==> config.mk <==
export PLATFORM = sky130hd
export DESIGN_NAME = regfile_seq_engine
export DESIGN_NICKNAME = d
export VERILOG_FILES = /design/src/rtl/regfile_seq_engine.sv
export SDC_FILE = /design/constraint.sdc
export NUM_CORES = 1
export LEC_CHECK = 0
export ABC_AREA = 1
export BUFFER_PORTS_ARGS = -buffer_cell sky130_fd_sc_hd__buf_2
export CAP_MARGIN = 0
export CORE_MARGIN = 2
export CORE_UTILIZATION = 40
export CTS_BUF_LIST = sky130_fd_sc_hd__clkbuf_4 sky130_fd_sc_hd__clkbuf_8
export CTS_CLUSTER_SIZE = 10
export DETAILED_ROUTE_END_ITERATION = 8
export PLACE_DENSITY = 0.54
export REMOVE_ABC_BUFFERS = 1
export SYNTH_ARGS = -nofsm -noshare
export SYNTH_HDL_FRONTEND = slang
export SYNTH_SLANG_ARGS = --single-unit
==> constraint.sdc <==
create_clock -name clk -period 5.9 [get_ports clk]
set_input_delay 0.59 -clock clk [delete_from_list [all_inputs] [get_ports clk]]
set_output_delay 0.59 -clock clk [all_outputs]
set_load 0.1 [all_outputs]
==> src/rtl/regfile_seq_engine.sv <==
// Register-file sequencer: seeds r0/r1, then fills r2..r[DEPTH-1] with a
// selectable recurrence (add/sub, optional saturation, sticky overflow).
module regfile_seq_engine #(
    parameter int WIDTH  = 16,
    parameter int DEPTH  = 16,
    parameter int ADDR_W = 4
) (
    input  logic              clk,
    input  logic              reset,
    input  logic              start,
    input  logic [1:0]        mode,
    input  logic              sat_en,
    input  logic [WIDTH-1:0]  seed0,
    input  logic [WIDTH-1:0]  seed1,
    input  logic [ADDR_W-1:0] rd_addr,
    output logic [WIDTH-1:0]  rd_data,
    output logic              busy,
    output logic              done,
    output logic              ovf,
    output logic [ADDR_W-1:0] ovf_idx,
    output logic [ADDR_W-1:0] cur_idx
);

    localparam logic [2:0] S_IDLE  = 3'd0;
    localparam logic [2:0] S_LOAD0 = 3'd1;
    localparam logic [2:0] S_LOAD1 = 3'd2;
    localparam logic [2:0] S_RUN   = 3'd3;
    localparam logic [2:0] S_DONE  = 3'd4;

    localparam logic [ADDR_W-1:0] LAST_IDX = ADDR_W'(DEPTH - 1);
    localparam logic [1:0]        MODE_DIFF = 2'b01;

    logic [2:0]        state_q, state_d;
    logic [1:0]        mode_q, mode_d;
    logic              sat_q, sat_d;
    logic [WIDTH-1:0]  seed0_q, seed0_d;
    logic [WIDTH-1:0]  seed1_q, seed1_d;
    logic [WIDTH-1:0]  regs_q [DEPTH];
    logic [WIDTH-1:0]  regs_d [DEPTH];
    logic              ovf_q, ovf_d;
    logic [ADDR_W-1:0] ovf_idx_q, ovf_idx_d;
    logic [ADDR_W-1:0] cur_idx_q, cur_idx_d;

    logic [ADDR_W-1:0] idx_m1, idx_m2;
    logic [WIDTH-1:0]  prev1, prev2;
    logic [WIDTH:0]    raw;
    logic [WIDTH-1:0]  wr_val;

    // Result carries the carry-out / borrow in its top bit.
    function automatic logic [WIDTH:0] alu(input logic [1:0] m,
                                           input logic [WIDTH-1:0] a,
                                           input logic [WIDTH-1:0] b,
                                           input logic [WIDTH-1:0] r0);
        case (m)
            2'b01:   return {1'b0, a} - {1'b0, b};
            2'b10:   return {1'b0, a} + {1'b0, a};
            2'b11:   return {1'b0, a} + {1'b0, r0};
            default: return {1'b0, a} + {1'b0, b};
        endcase
    endfunction

    function automatic logic [WIDTH-1:0] saturate(input logic [WIDTH:0] r,
                                                  input logic is_sub,
                                                  input logic sat);
        if (r[WIDTH] && sat) begin
            return is_sub ? '0 : '1;
        end
        return r[WIDTH-1:0];
    endfunction

    assign idx_m1 = cur_idx_q - ADDR_W'(1);
    assign idx_m2 = cur_idx_q - ADDR_W'(2);
    assign prev1  = regs_q[idx_m1];
    assign prev2  = regs_q[idx_m2];
    assign raw    = alu(mode_q, prev1, prev2, regs_q[0]);
    assign wr_val = saturate(raw, mode_q == MODE_DIFF, sat_q);

    always_comb begin
        state_d   = state_q;
        mode_d    = mode_q;
        sat_d     = sat_q;
        seed0_d   = seed0_q;
        seed1_d   = seed1_q;
        regs_d    = regs_q;
        ovf_d     = ovf_q;
        ovf_idx_d = ovf_idx_q;
        cur_idx_d = cur_idx_q;
        case (state_q)
            S_IDLE: begin
                if (start) begin
                    mode_d    = mode;
                    sat_d     = sat_en;
                    seed0_d   = seed0;
                    seed1_d   = seed1;
                    ovf_d     = 1'b0;
                    ovf_idx_d = '0;
                    cur_idx_d = '0;
                    state_d   = S_LOAD0;
                end
            end
            S_LOAD0: begin
                regs_d[0] = seed0_q;
                cur_idx_d = ADDR_W'(1);
                state_d   = S_LOAD1;
            end
            S_LOAD1: begin
                regs_d[1] = seed1_q;
                cur_idx_d = ADDR_W'(2);
                state_d   = S_RUN;
            end
            S_RUN: begin
                regs_d[cur_idx_q] = wr_val;
                // Only the first overflow of a run is recorded.
                if (raw[WIDTH] && !ovf_q) begin
                    ovf_d     = 1'b1;
                    ovf_idx_d = cur_idx_q;
                end
                if (cur_idx_q == LAST_IDX) begin
                    state_d = S_DONE;
                end else begin
                    cur_idx_d = cur_idx_q + ADDR_W'(1);
                end
            end
            S_DONE: begin
                state_d = S_IDLE;
            end
            default: begin
                state_d = S_IDLE;
            end
        endcase
    end

    always_ff @(posedge clk or negedge reset) begin
        if (!reset) begin
            state_q   <= S_IDLE;
            mode_q    <= '0;
            sat_q     <= 1'b0;
            seed0_q   <= '0;
            seed1_q   <= '0;
            ovf_q     <= 1'b0;
            ovf_idx_q <= '0;
            cur_idx_q <= '0;
            for (int i = 0; i < DEPTH; i++) begin
                regs_q[i] <= '0;
            end
        end else begin
            state_q   <= state_d;
            mode_q    <= mode_d;
            sat_q     <= sat_d;
            seed0_q   <= seed0_d;
            seed1_q   <= seed1_d;
            ovf_q     <= ovf_d;
            ovf_idx_q <= ovf_idx_d;
            cur_idx_q <= cur_idx_d;
            regs_q    <= regs_d;
        end
    end

    always_comb begin
        rd_data = '0;
        if (int'(rd_addr) < DEPTH) begin
            rd_data = regs_q[rd_addr];
        end
    end

    assign busy    = (state_q == S_LOAD0) || (state_q == S_LOAD1) || (state_q == S_RUN);
    assign done    = (state_q == S_DONE);
    assign ovf     = ovf_q;
    assign ovf_idx = ovf_idx_q;
    assign cur_idx = cur_idx_q;

endmodule

==> results.sh, run 1 <==
export IMPL_dr_pass1_iters=6
export IMPL_layout_drive_gt1_share=0.1142
export IMPL_hold_start="seed1[2]"
export IMPL_vias=23010
export IMPL_synth_cell_type_count=46
export IMPL_fp_dieArea_sq_mm=0.05501
export IMPL_rrSetupSlack_ps=430
export IMPL_antenna_found_initial=1
export IMPL_synth_area_sq_mm=0.02126
export IMPL_outcome="finished clean"
export IMPL_whs_path_depth=3
export IMPL_rsz0062_at_grt="no"
export IMPL_yosysWarnings=0
export IMPL_grt_pass1_wl_um=136000
export IMPL_cts_root_buf="clkbuf_8"
export IMPL_cts_sinks=303
export IMPL_min_to="seed1_q[2]"
export IMPL_synth_top_area_share=0.3567
export IMPL_grtUsageMet3=0.05923
export IMPL_cap_violations=0
export IMPL_end_kind="flop"
export IMPL_cts_tree="yes"
export IMPL_avgRoutedWirePerCell_um=23.24
export IMPL_synth_cells=3226
export IMPL_start_util=0.4045
export IMPL_drtIter0Drc=3129
export IMPL_cp_arrival_ps=6080
export IMPL_r2r_cells=28
export IMPL_core_sq_mm=0.05255
export IMPL_drc_errors=0
export IMPL_final_max_slew_violation_count=0
export IMPL_fmax_mhz=183.0
export IMPL_fp_row_count=84
export IMPL_busiest_layer="met2"
export IMPL_ys_seq_elements=303
export IMPL_yosysSeqAreaShare=0.3567
export IMPL_fillerInstances=5514
export IMPL_gp_congestion=0.9619
export IMPL_use_met2=0.4949
export IMPL_die_w_um=234.5
export IMPL_synth_area_leaders="dfrtp_1 36%, nand2_1 20%, nand3_1 6.5%"
export IMPL_syn2layout_area_growth_pct=10.69
export IMPL_layout_common_cells="1144 x nand2_1, 301 x dfrtp_1, 274 x nand3_1"
export IMPL_grt_max_degree=128
export IMPL_tightest_slew_ps=1204
export IMPL_final_hold_viol_count=0
export IMPL_grtUsageTotal=0.3327
export IMPL_portBuffers=68
export IMPL_finalCriticalPeriod_ps=5466
export IMPL_hold_path_class="primary input to flop"
export IMPL_overflow=0
export IMPL_finalWirelength_um=91940
export IMPL_h_tree_depth=2
export IMPL_slowest_delay_ps=770
export IMPL_fin_skew_ps=37.93
export IMPL_cp_common_cell="nand2_1"
export IMPL_cts_buffers=60
export IMPL_worst_ep_required_time_ps=6510
export IMPL_cp_start_kind="flop"
export IMPL_avgSynthCellArea_sq_um=6.590
export IMPL_setup_violations=0
export IMPL_relSlewSlack=0.1967
export IMPL_drtAntennaViolNets=0
export IMPL_clock_latency_ps=700
export IMPL_viasPerCell=5.815
export IMPL_dp_cells=3843
export IMPL_dpl_hpwl_um=57010
export IMPL_final_common_cell="nand2_1"
export IMPL_grt_pass1_vias=21040
export IMPL_clk_pin_slew_worst_paths_ps=70
export IMPL_cp_max_fo=70
export IMPL_critical_path_class="flop to flop"
export IMPL_stdcell_count=3956
export IMPL_synth_top_cell_by_area="dfrtp_1"
export IMPL_r2r_start="cur_idx[1]"
export IMPL_min_period_over_period=0.9264
export IMPL_grt_use_met1=0.4708
export IMPL_regToRegEndpoint="regs_q[189]"
export IMPL_slowest_stage="buf_4"
export IMPL_clockBufferDepth=3
export IMPL_nNetsFinal=3288
export IMPL_pin_count=69
export IMPL_die_h_um=234.5
==> layout make-up <==
| cell class | instances | area (sq um) | area share |
|---|---|---|---|
| clock buffer | 92 | 1160 | 0.04929 |
| inverter | 265 | 994.7 | 0.04227 |
| antenna | 1 | 2.502 | 0.0001063 |
| multi-input combinational | 2433 | 11570 | 0.4916 |
| sequential | 303 | 7590 | 0.3225 |
| clock inverter | 17 | 192.7 | 0.008188 |
| timing repair buffer | 157 | 1162 | 0.04940 |
| tap | 688 | 860.8 | 0.03658 |
==> critical path: cells and delay by family, from the launching register on <==
kind / cells / cell delay (ps)
AND/OR/NAND/NOR: 14 / 1970
buffers and inverters: 5 / 1380
AO/OA/AOI/OAI: 7 / 1030
adder cells (fa/ha/maj): 2 / 500
flip-flops: 1 / 410
==> logic make-up after synthesis <==
| kind of cell | share of synthesized area |
|---|---|
| buffers and inverters | 0.1027 |
| DFF | 0.3567 |
| AOI/OAI and AO/OA | 0.1857 |
| and+or+nand+nor | 0.3305 |
| xor gates and xnor gates | 0.008711 |
| adders and majority gates | 0.01566 |
==> how the worst max path moves through the flow <==
stage | endpoint | slack, ps | from | cells past startpoint
2_1_floorplan | regs_q[232] | -10590 | cur_idx[0] | 20
6_report | regs_q[189] | 430 | cur_idx[1] | 28
4_1_cts | regs_q[40] | 330 | cur_idx[0] | 29
5_1_grt | regs_q[109] | 100 | cur_idx[1] | 31
3_3_place_gp | regs_q[77] | 440 | cur_idx[0] | 30
3_5_place_dp | regs_q[45] | 360 | cur_idx[0] | 29
==> state kept, by name, indices dropped and copies added (netlist names) <==
name	flops
seed0_q	16
cur_idx	4
ovf	1
ovf_idx	4
mode_q	2
seed1_q	16
state_q	3
regs_q	256
sat_q	1
==> cell usage after synthesis (all sizes together) <==
library cell	count
o311ai	27
a21oi	247
a211oi	20
o21ai	281
xor2	14
xnor2	5
inv	264
clkbuf	122
nor3	9
nand4	6
nand3b	2
o221ai	11
o31ai	2
ha	25
dfrtp	303
nor2	180
fa	1
clkinv	1
o211ai	57
a31oi	33
a22oi	9
nand3	276
nand2	1214
a21o	2
a21boi	1
o21bai	2
o2111ai	1
o22ai	8
buf	103
==> repair_timing <==
action	in CTS	in global routing
hold buffers	1	0
endpoints found under the hold margin	82	0
setup buffers	0	2
gates resized for setup	0	3
setup endpoints to repair	0	256
==> layer usage <==
metal  routed length (um)  vias up
met1                38770    10940
met4                 4228        0
met2                39590     1312
met3                 9356      236
li1                     -    10520
met5                    0        -
==> through the flow <==
step	instance area, sq um	utilization	setup WS, ps	hold slack, ps	TNS [ps]
2_1_floorplan	20070	-	-10590	294.4	-2749010
3_3_place_gp	22130	0.4210	442.7	462.8	0
3_5_place_dp	22130	0.4210	363.1	465.0	0
4_1_cts	23490	0.4470	331.7	54.29	0
5_1_grt	23530	0.4477	103.9	97.83	0
6_report	23530	0.4478	434.2	100.3	0
Power of run 1 is left out: the tool's default activity adds up to more than one toggle a clock period on the data nets, which glitch-free logic cannot reach.
==> run 2: changes to the inputs <==
==> constraint.sdc (replaced) <==
create_clock -name clk -period 6.4 [get_ports clk]
set_input_delay 0.64 -clock clk [delete_from_list [all_inputs] [get_ports clk]]
set_output_delay 0.64 -clock clk [all_outputs]
set_load 0.1 [all_outputs]
==> run 2 against run 1 <==
Against the previous run: die area unchanged; count of clock-buffer cells in the layout up 7; register-to-register slack improved by 40 ps; critical path depth shrank 2; setup slack gained 41 ps.
==> results.sh, run 2 (synthesis gave the netlist of run 1 again) <==
export IMPL_outcome="finished clean"
export IMPL_finalWirelength_um=91720
export IMPL_die_h_um=234.5
export IMPL_end_kind="flop"
export IMPL_relSlewSlack=0.2139
export IMPL_pin_count=69
export IMPL_overflow=0
export IMPL_finalCriticalPeriod_ps=5925
export IMPL_tightest_slew_ps=1178
export IMPL_fin_skew_ps=50.47
export IMPL_portBuffers=68
export IMPL_cp_arrival_ps=6480
export IMPL_final_hold_viol_count=0
export IMPL_cap_violations=0
export IMPL_drc_errors=0
export IMPL_final_common_cell="nand2_1"
export IMPL_fillerInstances=5516
export IMPL_nNetsFinal=3267
export IMPL_rsz0062_at_grt="no"
export IMPL_wl_met1_um=39340
export IMPL_cts_setup_buffers=0
export IMPL_hold_path_class="primary input to flop"
export IMPL_drtIter0Drc=3030
export IMPL_avgRoutedWirePerCell_um=23.31
export IMPL_drtAntennaViolNets=0
export IMPL_min_period_over_period=0.9258
export IMPL_regMostFlops="regs_q"
export IMPL_layout_common_cells="1144 x nand2_1, 301 x dfrtp_1, 274 x nand3_1"
export IMPL_fmax_mhz=168.8
export IMPL_grt_pass1_vias=20880
export IMPL_cts_tree="yes"
export IMPL_clk_pin_slew_worst_paths_ps=70
export IMPL_clock_latency_ps=720
export IMPL_diodes=0
export IMPL_critical_path_class="flop to flop"
export IMPL_cts_sinks=303
export IMPL_core_sq_mm=0.05255
export IMPL_final_max_slew_violation_count=0
export IMPL_viasPerCell=5.757
export IMPL_vias=22650
export IMPL_grt_max_degree=220
export IMPL_reg_top3="regs_q x256, seed0_q x16, seed1_q x16"
export IMPL_largest_reg_flops=256
export IMPL_dr_pass1_iters=6
export IMPL_worst_ep_required_time_ps=6960
export IMPL_clockBufferDepth=3
export IMPL_cp_max_fo=219
export IMPL_fp_row_count=84
export IMPL_gp_congestion=0.9610
export IMPL_die_w_um=234.5
export IMPL_syn2layout_area_growth_pct=9.788
export IMPL_topRoutingLayerUsed="met4"
export IMPL_h_tree_depth=2
export IMPL_start_util=0.4045
export IMPL_antenna_found_initial=0
export IMPL_cts_buffers=59
export IMPL_dpl_hpwl_um=57050
export IMPL_cp_start_kind="flop"
export IMPL_wl_met3_um=9231
export IMPL_cts_root_buf="clkbuf_8"
export IMPL_ctsResizeCount=0
export IMPL_wl_met2_um=39180
export IMPL_fp_dieArea_sq_mm=0.05501
export IMPL_grt_pass1_wl_um=135500
export IMPL_rrSetupSlack_ps=470
export IMPL_setup_violations=0
export IMPL_fin_tns_setup_ps=0
export IMPL_grtUsageTotal=0.3320
export IMPL_layout_drive_gt1_share=0.1084
-- run 2: cell types whose count changed in the layout (fill, tap and decap cells not counted), moves of 2 or more --
| cell | change |
|---|---|
| clkbuf_8 | +3 |
| bufinv_16 | -3 |
| clkinvlp_4 | -2 |
| clkinv_2 | -2 |
| buf_4 | -19 |
| buf_6 | -2 |
| clkbuf_4 | +4 |
-- run 2: final cells by class --
class	count	area [sq um]	area share
timing repair buffer	137	1017	0.04358
clock inverter	10	77.57	0.003324
inverter	265	994.7	0.04262
tap	688	860.8	0.03688
clock buffer	99	1231	0.05275
sequential	303	7590	0.3252
multi-input combinational	2433	11570	0.4957
-- run 2: final timing paths --
| check | start | to | depth (start not counted) |
|---|---|---|---|
| max | cur_idx[0] | regs_q[187] | 26 |
| min | seed1[7] | seed1_q[7] | 3 |
| max reg2reg | cur_idx[0] | regs_q[187] | 26 |
| min reg2reg | regs_q[77] | regs_q[77] | 2 |
| max in group asynchronous | reset | cur_idx[1] | 3 |
| min in group asynchronous | reset | regs_q[201] | 2 |
-- run 2: repair_timing --
| item | in CTS | in global routing |
|---|---|---|
| setup endpoints to repair | 0 | 0 |
| hold buffers | 1 | 0 |
| hold endpoints to repair | 77 | 0 |
-- run 2: per-stage QoR --
step	instances	hold WS, ps	area, sq um	utilization	setup slack, ps
finish	3935	141.8	23340	0.4441	474.8
global route	3935	132.7	23340	0.4441	14.66
CTS	3935	115.0	23340	0.4441	665.8
detailed placement	3825	464.8	22020	0.4190	713.6
global placement	3825	463.3	22020	0.4190	804.4
floorplan	3001	344.4	20070	-	-10090
-- run 2: routing by layer --
layer / vias up / track usage
met3: 242 / 0.06953
met5: - / 0
met1: 10670 / 0.4680
met2: 1275 / 0.4915
li1: 10470 / -
met4: 0 / 0.1403
-- run 2: worst max-delay path, stage by stage (launching register included) --
cell and delay [ps]:
dfrtp_4 500, buf_12 210, o21ai_0 610, nand3_1 130
nand3_1 100, nand2_1 110, inv_1 80, ha_1 140
inv_1 50, nor2_1 160, nand2_2 130, nor3_1 290
a21oi_1 110, o21ai_0 100, a22oi_1 100, ha_1 370
nand2_1 60, o21ai_0 350, nand3b_1 150, o21bai_1 280
inv_1 90, nand2_2 110, nand3_4 360, nand2_1 210
nand2_1 430, nand2_1 190, nand2_1 60
Power of run 2 is left out for the same reason.
